===== config.mk =====
export PLATFORM = sky130hd
export DESIGN_NAME = clk_div_ctrl
export DESIGN_NICKNAME = d
export VERILOG_FILES = /design/src/rtl/clk_div_ctrl.sv
export SDC_FILE = /design/constraint.sdc
export NUM_CORES = 1
export LEC_CHECK = 0
export ABC_AREA = 0
export ABC_CLOCK_PERIOD_IN_PS = 6400
export CAP_MARGIN = 20
export CELL_PAD_IN_SITES_DETAIL_PLACEMENT = 1
export CELL_PAD_IN_SITES_GLOBAL_PLACEMENT = 2
export CORE_MARGIN = 2
export CORE_UTILIZATION = 36
export CTS_CLUSTER_DIAMETER = 30
export DETAILED_ROUTE_END_ITERATION = 8
export GPL_TIMING_DRIVEN = 0
export PLACE_DENSITY = 0.87
export SYNTH_ARGS = -nofsm -noshare
export SYNTH_HDL_FRONTEND = slang
export SYNTH_SLANG_ARGS = --single-unit

===== constraint.sdc =====
create_clock -name clk_in -period 6.4 [get_ports clk_in]
set_input_delay 1.28 -clock clk_in [delete_from_list [all_inputs] [get_ports clk_in]]
set_output_delay 1.28 -clock clk_in [all_outputs]
set_load 0.02 [all_outputs]

===== src/rtl/clk_div_ctrl.sv =====
// clk_div_ctrl: programmable clock divider with a 4-phase ratio-change handshake.
//
// clk_out is a registered 50%-duty clock with a period of 2*R clk_in cycles.
// tick pulses for one cycle on every clk_out toggle. A new half-period value
// is requested on div_req/div_val. It is applied only at a falling boundary
// of clk_out, or at once while the output is parked low with enable=0, so no
// clk_out phase is ever shortened.
//
// Optional feature macro: CLK_DIV_CTRL_ERR_EN
//   defined   : div_val=0 is rejected (IDLE -> DONE directly, R unchanged);
//               the div_err port flags the rejection while in DONE.
//   undefined : no div_err port; div_val=0 is captured as 1.
module clk_div_ctrl #(
  parameter int unsigned DIV_W = 8
) (
  input  logic             clk_in,
  input  logic             reset,
  input  logic             enable,
  input  logic             div_req,
  input  logic [DIV_W-1:0] div_val,
  output logic             div_ack,
  output logic             busy,
  output logic             clk_out,
  output logic             tick
`ifdef CLK_DIV_CTRL_ERR_EN
  ,
  output logic             div_err
`endif
);

  typedef enum logic [1:0] {
    IDLE = 2'd0,
    PEND = 2'd1,
    DONE = 2'd2
  } state_t;

  state_t           state;
  state_t           state_nxt;
  logic [DIV_W-1:0] ratio_r;   // active half-period R
  logic [DIV_W-1:0] pend_r;    // pending half-period P
  logic [DIV_W-1:0] cnt;       // position inside the current half-period
  logic [DIV_W-1:0] ratio_m1;
  logic             at_wrap;   // last cycle of the current half-period
  logic             capture;   // latch div_val into P this cycle
  logic             apply;     // move P into R this cycle
  logic             reject;    // div_val=0 refused (error build only)

  assign ratio_m1 = ratio_r - DIV_W'(1);
  assign at_wrap  = (cnt == ratio_m1);
  assign busy     = (state == PEND);
  assign div_ack  = (state == DONE);

  // Handshake state register.
  // NOTE: sequential state always uses non-blocking (<=) assignments so every
  // register samples the pre-edge values, independent of block ordering.
  always_ff @(posedge clk_in) begin
    if (reset) state <= IDLE;
    else       state <= state_nxt;
  end

  // Next-state logic and the capture/apply strobes for the datapath.
  // NOTE: every signal written here gets a default first; a path that leaves
  // one unassigned would infer a latch.
  always_comb begin
    state_nxt = state;
    capture   = 1'b0;
    apply     = 1'b0;
    reject    = 1'b0;
    case (state)
      IDLE: begin
        if (div_req) begin
          capture   = 1'b1;
          state_nxt = PEND;
`ifdef CLK_DIV_CTRL_ERR_EN
          if (div_val == '0) begin
            reject    = 1'b1;
            state_nxt = DONE;
          end
`endif
        end
      end
      PEND: begin
        // Apply on a falling clk_out boundary, or immediately while parked low.
        if ((enable && at_wrap && clk_out) || (!enable && !clk_out)) begin
          apply     = 1'b1;
          state_nxt = DONE;
        end
      end
      DONE: begin
        if (!div_req) state_nxt = IDLE;
      end
      default: state_nxt = IDLE;
    endcase
  end

  // Divider counter, output clock, tick and ratio registers.
  always_ff @(posedge clk_in) begin
    if (reset) begin
      ratio_r <= DIV_W'(1);
      pend_r  <= '0;
      cnt     <= '0;
      clk_out <= 1'b0;
      tick    <= 1'b0;
    end else begin
      tick <= 1'b0;
      if (enable) begin
        if (at_wrap) begin
          cnt     <= '0;
          clk_out <= ~clk_out;
          tick    <= 1'b1;
        end else begin
          cnt <= cnt + DIV_W'(1);
        end
      end
      if (capture) begin
`ifdef CLK_DIV_CTRL_ERR_EN
        pend_r <= div_val;
`else
        // A zero half-period is meaningless; treat it as the fastest ratio.
        pend_r <= (div_val == '0) ? DIV_W'(1) : div_val;
`endif
      end
      // The new ratio governs the half-period that starts on this cycle.
      if (apply) begin
        ratio_r <= pend_r;
        cnt     <= '0;
      end
    end
  end

`ifdef CLK_DIV_CTRL_ERR_EN
  logic err_r;

  // Rejection flag: raised with the direct IDLE -> DONE step, cleared on return to IDLE.
  always_ff @(posedge clk_in) begin
    if (reset)                   err_r <= 1'b0;
    else if (reject)             err_r <= 1'b1;
    else if (state_nxt == IDLE)  err_r <= 1'b0;
  end

  assign div_err = err_r;
`else
  // Without the error feature a zero request is never refused.
  logic unused_reject;
  assign unused_reject = reject;
`endif

endmodule


==> results of run 1 <==
-- layer usage --
layer,vias to the layer above,wire length [um],track usage
met5,-,0,0
met4,0,25,0.03000
met3,2,35,0.02467
met2,5,2003,0.3329
met1,618,1726,0.2397
li1,646,-,-
-- state kept, by name, indices dropped and copies added, names as in the netlist --
signal / count
pend_r: 8
tick: 1
clk_out: 1
state: 2
ratio_r: 8
cnt: 8
-- final cells by class --
| type | instances | area share |
|---|---|---|
| Inverter | 4 | 0.008578 |
| Multi-Input combinational cell | 136 | 0.5061 |
| Clock buffer | 4 | 0.03145 |
| Buffer | 8 | 0.01787 |
| Tap cell | 50 | 0.03574 |
| Sequential cell | 28 | 0.3202 |
| Timing Repair Buffer | 14 | 0.08006 |
-- metrics by stage --
stage,std cells,power (W)
2_1_floorplan,176,0.0003098
3_3_place_gp,240,0.0003473
3_5_place_dp,240,0.0003567
4_1_cts,244,0.0004660
5_1_grt,244,0.0004927
6_report,244,0.0004624
-- where the power goes --
part           internal, W  leakage, nW  switching, W
logic            0.0000654        0.345     0.0000816
registers         0.000188        0.228     0.0000168
clock network    0.0000550       0.0288     0.0000554
-- critical path, cell delays in order (launching register included) --
cell	delay [ns]
dfxtp_1	0.39
inv_1	0.12
ha_1	0.24
or3b_1	0.42
or4_4	0.45
a2111oi_4	0.38
o211ai_2	0.23
o31ai_4	0.57
mux2i_1	0.26
-- synth_stat cells (2+ instances only) --
master	number
nor2_1	9
nand3_1	3
mux2i_1	7
ha_1	2
dfxtp_1	28
or4_1	2
xor2_1	5
nand4_1	2
inv_1	4
nand4b_1	2
nand2b_1	16
xnor2_1	7
clkbuf_1	7
and2_1	4
o21ai_0	6
a21oi_1	13
and3_1	3
o21bai_1	2
nor3_1	5
nand3b_1	3
nand2_1	26
-- logic make-up (layout without fill, tap and decap cells) --
logic type,Yosys count,in the layout,share of synthesized area
AOI/OAI and AO/OA,33,33,0.1635
muxes,8,8,0.05449
adders and majority gates,2,2,0.01676
and+or+nand+nor,81,81,0.2883
buffers and inverters,12,30,0.03101
xor gates and xnor gates,12,12,0.07041
DFF,28,28,0.3755
-- how the worst max path moves through the flow --
stage	endpoint	startpoint	slack, ns
finish	ratio_r[1]	ratio_r[0]	3.28
global route	ratio_r[1]	ratio_r[0]	3.10
global placement	ratio_r[4]	ratio_r[0]	3.48
CTS	ratio_r[1]	ratio_r[0]	3.27
detailed placement	ratio_r[1]	ratio_r[0]	3.27
floorplan	ratio_r[1]	ratio_r[0]	3.72
==> impl_metrics.ini, run 1 <==
[job]
drv_cap = 0

[grt]
grt_pass1_wl_um = 6555
grt_usage = 0.1861
grt-ovfl-total = 0
antenna_found_initial = 0
grt_pass1_vias = 1373
grt_start_max_net_pins = 16

[setup_path]
rrSetupSlack_ns = 3.28
cp-start-kind = flop
worst_r2r_endpoint = ratio_r[1]
crit_path_end_kind = flop
crit_type = reg -> reg
cp.required_ns = 6.60
crit_arrival_ns = 3.32
worstPathMaxFanout = 8
reg2reg_depth = 8
r2r-start = ratio_r[0]

[clock_tree]
post_cts_resized = 0
clock_sinks = 28
cts_setup_buffers = 0
clkLatencyLatePin_ns = 0.27
clkTransAtPathRegs_ns = 0.10
root_buffer = clkbuf_8
cts.path.max_buffers = 2
numCtsBuffers = 3
hold_buffers = 0
htree_num_levels = 1
cts_tree = done

[yosys]
synthTopCellsByArea = dfxtp_1 38%, nand2b_1 6.7%, nand2_1 6.5%, mux2i_1 4.7%, a21oi_1 4.4%
syn-cell-area_mm2 = 0.001493
yosys.area.top_type = dfxtp_1
synth_cells = 176
synth_enable_flop_cells = 0
ys_ff_latch = 28
syn_area_per_cell_um2 = 8.481
async_flop_share = 0
yosysTopAreaCellShare = 0.3755
ys.flop_type = dfxtp_1
yosysSeqAreaShare = 0.3755
synth_warnings = 0
syn_nets = 190
post_synth_num_cell_types = 41

[final_layout]
area_delta_synth_final_pct = 17.27
diodes = 0
register_area_um2 = 560.5
final_common_cell = dfxtp_1
multi_input_area_um2 = 885.9
nets = 209
final_layout_size_suffix_gt1_frac = 0.05670
post-route-util = 0.4376
final_area_mm2 = 0.001750
final_cell_mix = 28 x dfxtp_1, 26 x nand2_1, 16 x nand2b_1
fillerInstances = 486

[floorplan]
start_util = 0.3732
dieArea_mm2 = 0.004677
core_mm2 = 0.004000
die_w_um = 68.39
core.rowCount = 23
die_h_um = 68.39
io_pins = 16

[timing]
setup_ws_ns = 3.283
finClkSkew_ns = 0.002684
fmax_mhz = 320.8
post-route-period-util = 0.4870
slew_violations = 0
maxSlewHeadroom = 0.6201
finalSetupViolations = 0
final.setup.tns_ns = 0
hold_viol_final = 0
tightest_slew_ns = 0.5699
fin_crit_ns = 3.117
rsz0062_at_grt = false
hold_slack_ns = 0.4653

[placement]
dp_slack_ns = 3.274
gp_congestion = 0.7210
place_hpwl_um = 2977
portBuffers = 14
placed_area_mm2 = 0.001695

[detailed_routing]
wl_um = 3790
drcViolationCount = 0
wl_per_cell_um = 15.53
vias = 1271
vias_per_cell = 5.209
final_antenna_net_count = 0
drt_iter0_drc = 27
dr.pass1.iters = 4

[worst_hold_path]
whs_endpoint = pend_r[5]
hp-start = pend_r[5]
hold_depth = 2
hold_class = reg -> reg

[pwr]
worst_ir_drop_vdd_mv = 0.1332
p_leak_nw = 0.6019
power_density_mw_per_mm2 = 264.1

[run_status]
status = complete, no violations
Note: power is estimated with default switching activity, not from simulation.
==> inputs of run 2 (changes only) <==
Settings changed: ABC_CLOCK_PERIOD_IN_PS 6400 to 3100, CORE_UTILIZATION 36 to 33, PLACE_DENSITY 0.87 to 0.81.
Clock period 6.4 ns to 3.1 ns, I/O delays scaled along.
==> run 2 against run 1 <==
Effect of this change: sequential power increased by 110%; critical path depth increased by 1; cell count increased by 1.2%; fmax increased by 8.4%.
==> impl_metrics.ini, run 2 (same netlist as run 1, synthesis figures left out) <==
[setup_path]
endpoint = cnt[5]
worst-path-buf-inv = 2
reg2reg_depth = 9
worst_r2r_endpoint = cnt[5]
crit_path_end_kind = flop
crit_arrival_ns = 3.05
cp.depth = 9
path_cells = inv_1 -> ha_1 -> or3b_1 -> or4_4 -> a2111oi_4 -> o211ai_2 -> buf_2 -> o21bai_1 -> nor2_1
cp-start-kind = flop
cp.required_ns = 3.27
cp_top_family = simple AND/OR/NAND/NOR gates
worstSetupStartpoint = ratio_r[0]
rrSetupSlack_ns = 0.23
worstPathMaxFanout = 10
crit_type = reg -> reg
slowest_delay_ns = 0.44
r2r-start = ratio_r[0]
crit_slowest_cell = or4_4

[grt]
grt_pass1_wl_um = 6327
grt_start_max_net_pins = 17
grt-ovfl-total = 0
grt_usage = 0.1545
antenna_found_initial = 0
grt_pass1_vias = 1341

[job]
drv_cap = 0

[timing]
fmax_mhz = 347.9
final.setup.tns_ns = 0
finalSetupViolations = 0
post-route-period-util = 0.9273
slew_violations = 0
finClkSkew_ns = 0.003709
fin_crit_ns = 2.875
maxSlewHeadroom = 0.7108
setup_ws_ns = 0.2253
hold_viol_final = 0
rsz0062_at_grt = false
tightest_slew_ns = 0.4338

[clock_tree]
clock_sinks = 28
post_cts_resized = 0
cts.path.max_buffers = 2
clkLatencyLatePin_ns = 0.28
cts_setup_buffers = 0
clkTransAtPathRegs_ns = 0.10
numCtsBuffers = 3
htree_num_levels = 1
hold_buffers = 0
root_buffer = clkbuf_8
cts_tree = done

[pwr]
p_leak_nw = 0.6171
worst_ir_drop_vdd_mv = 0.2621
power_density_mw_per_mm2 = 573.5

[floorplan]
start_util = 0.3428
core_mm2 = 0.004354
core.rowCount = 24
dieArea_mm2 = 0.005077
die_w_um = 71.26
io_pins = 16
die_h_um = 71.26

[final_layout]
area_delta_synth_final_pct = 19.87
post-route-util = 0.4109
diodes = 0
top_regs = cnt x8, pend_r x8, ratio_r x8
final_common_cell = dfxtp_1
nets = 210
final_cell_mix = 28 x dfxtp_1, 26 x nand2_1, 16 x nand2b_1
final_layout_size_suffix_gt1_frac = 0.06154

[run_status]
status = complete, no violations

[detailed_routing]
dr.pass1.iters = 4
vias = 1313
final_antenna_net_count = 0
wl_per_cell_um = 14.73
drcViolationCount = 0
drt_iter0_drc = 35
wl_um = 3638
vias_per_cell = 5.316

[worst_hold_path]
hold_class = reg -> reg
hp-start = pend_r[2]

[placement]
portBuffers = 14
place_hpwl_um = 2767
gp_congestion = 0.7340
dp_slack_ns = 0.1011
-- run 2: changes by cell type in the layout (fill, tap and decap cells not counted) --
| cell | change |
|---|---|
| bufinv_16 | +1 |
| clkbuf_8 | -1 |
| buf_12 | +1 |
-- run 2: how the worst min path moves through the flow --
stage	slack [ns]	cells past startpoint	endpoint
3_5_place_dp	0.46	2	pend_r[2]
2_1_floorplan	0.44	2	pend_r[1]
3_3_place_gp	0.45	2	pend_r[2]
6_report	0.47	2	pend_r[2]
4_1_cts	0.47	2	pend_r[2]
5_1_grt	0.49	2	pend_r[2]
-- run 2: area by class of cell --
cell class / instances / area, um2
clock inverters: 1 / 30.03
repair buffers: 15 / 160.2
fillers: 532 / 2565
multi-input cells: 136 / 885.9
well taps: 52 / 65.06
clock buffers: 3 / 41.29
flip-flops and latches: 28 / 560.5
inverters: 4 / 15.01
plain buffers: 8 / 31.28
-- run 2: per-stage QoR --
stage               hold slack (ns)  instances  power [W]  area [um2]
detailed placement           0.4574        242  0.0007327        1698
finish                       0.4691        247   0.001026        1789
global route                 0.4930        247   0.001091        1789
floorplan                    0.4368        176  0.0006396        1493
CTS                          0.4726        246   0.001033        1769
global placement             0.4508        242  0.0007207        1698
-- run 2: worst register-to-register path, stage by stage (launching register included) --
cell	delay, ns
dfxtp_1	0.38
inv_1	0.10
ha_1	0.22
or3b_1	0.42
or4_4	0.44
a2111oi_4	0.36
o211ai_2	0.20
buf_2	0.22
o21bai_1	0.33
nor2_1	0.09
-- run 2: per-layer routing --
layer	global-route usage	wire, um
met3	0.03094	129
met2	0.2860	1907
met1	0.1799	1562
met4	0.04193	39
met5	0	0
-- run 2: where the power goes --
part           switching (W)  internal [W]  total, W
registers          0.0000346      0.000388  0.000423
logic               0.000166      0.000141  0.000306
clock network       0.000123      0.000173  0.000297
total               0.000324      0.000702   0.00103
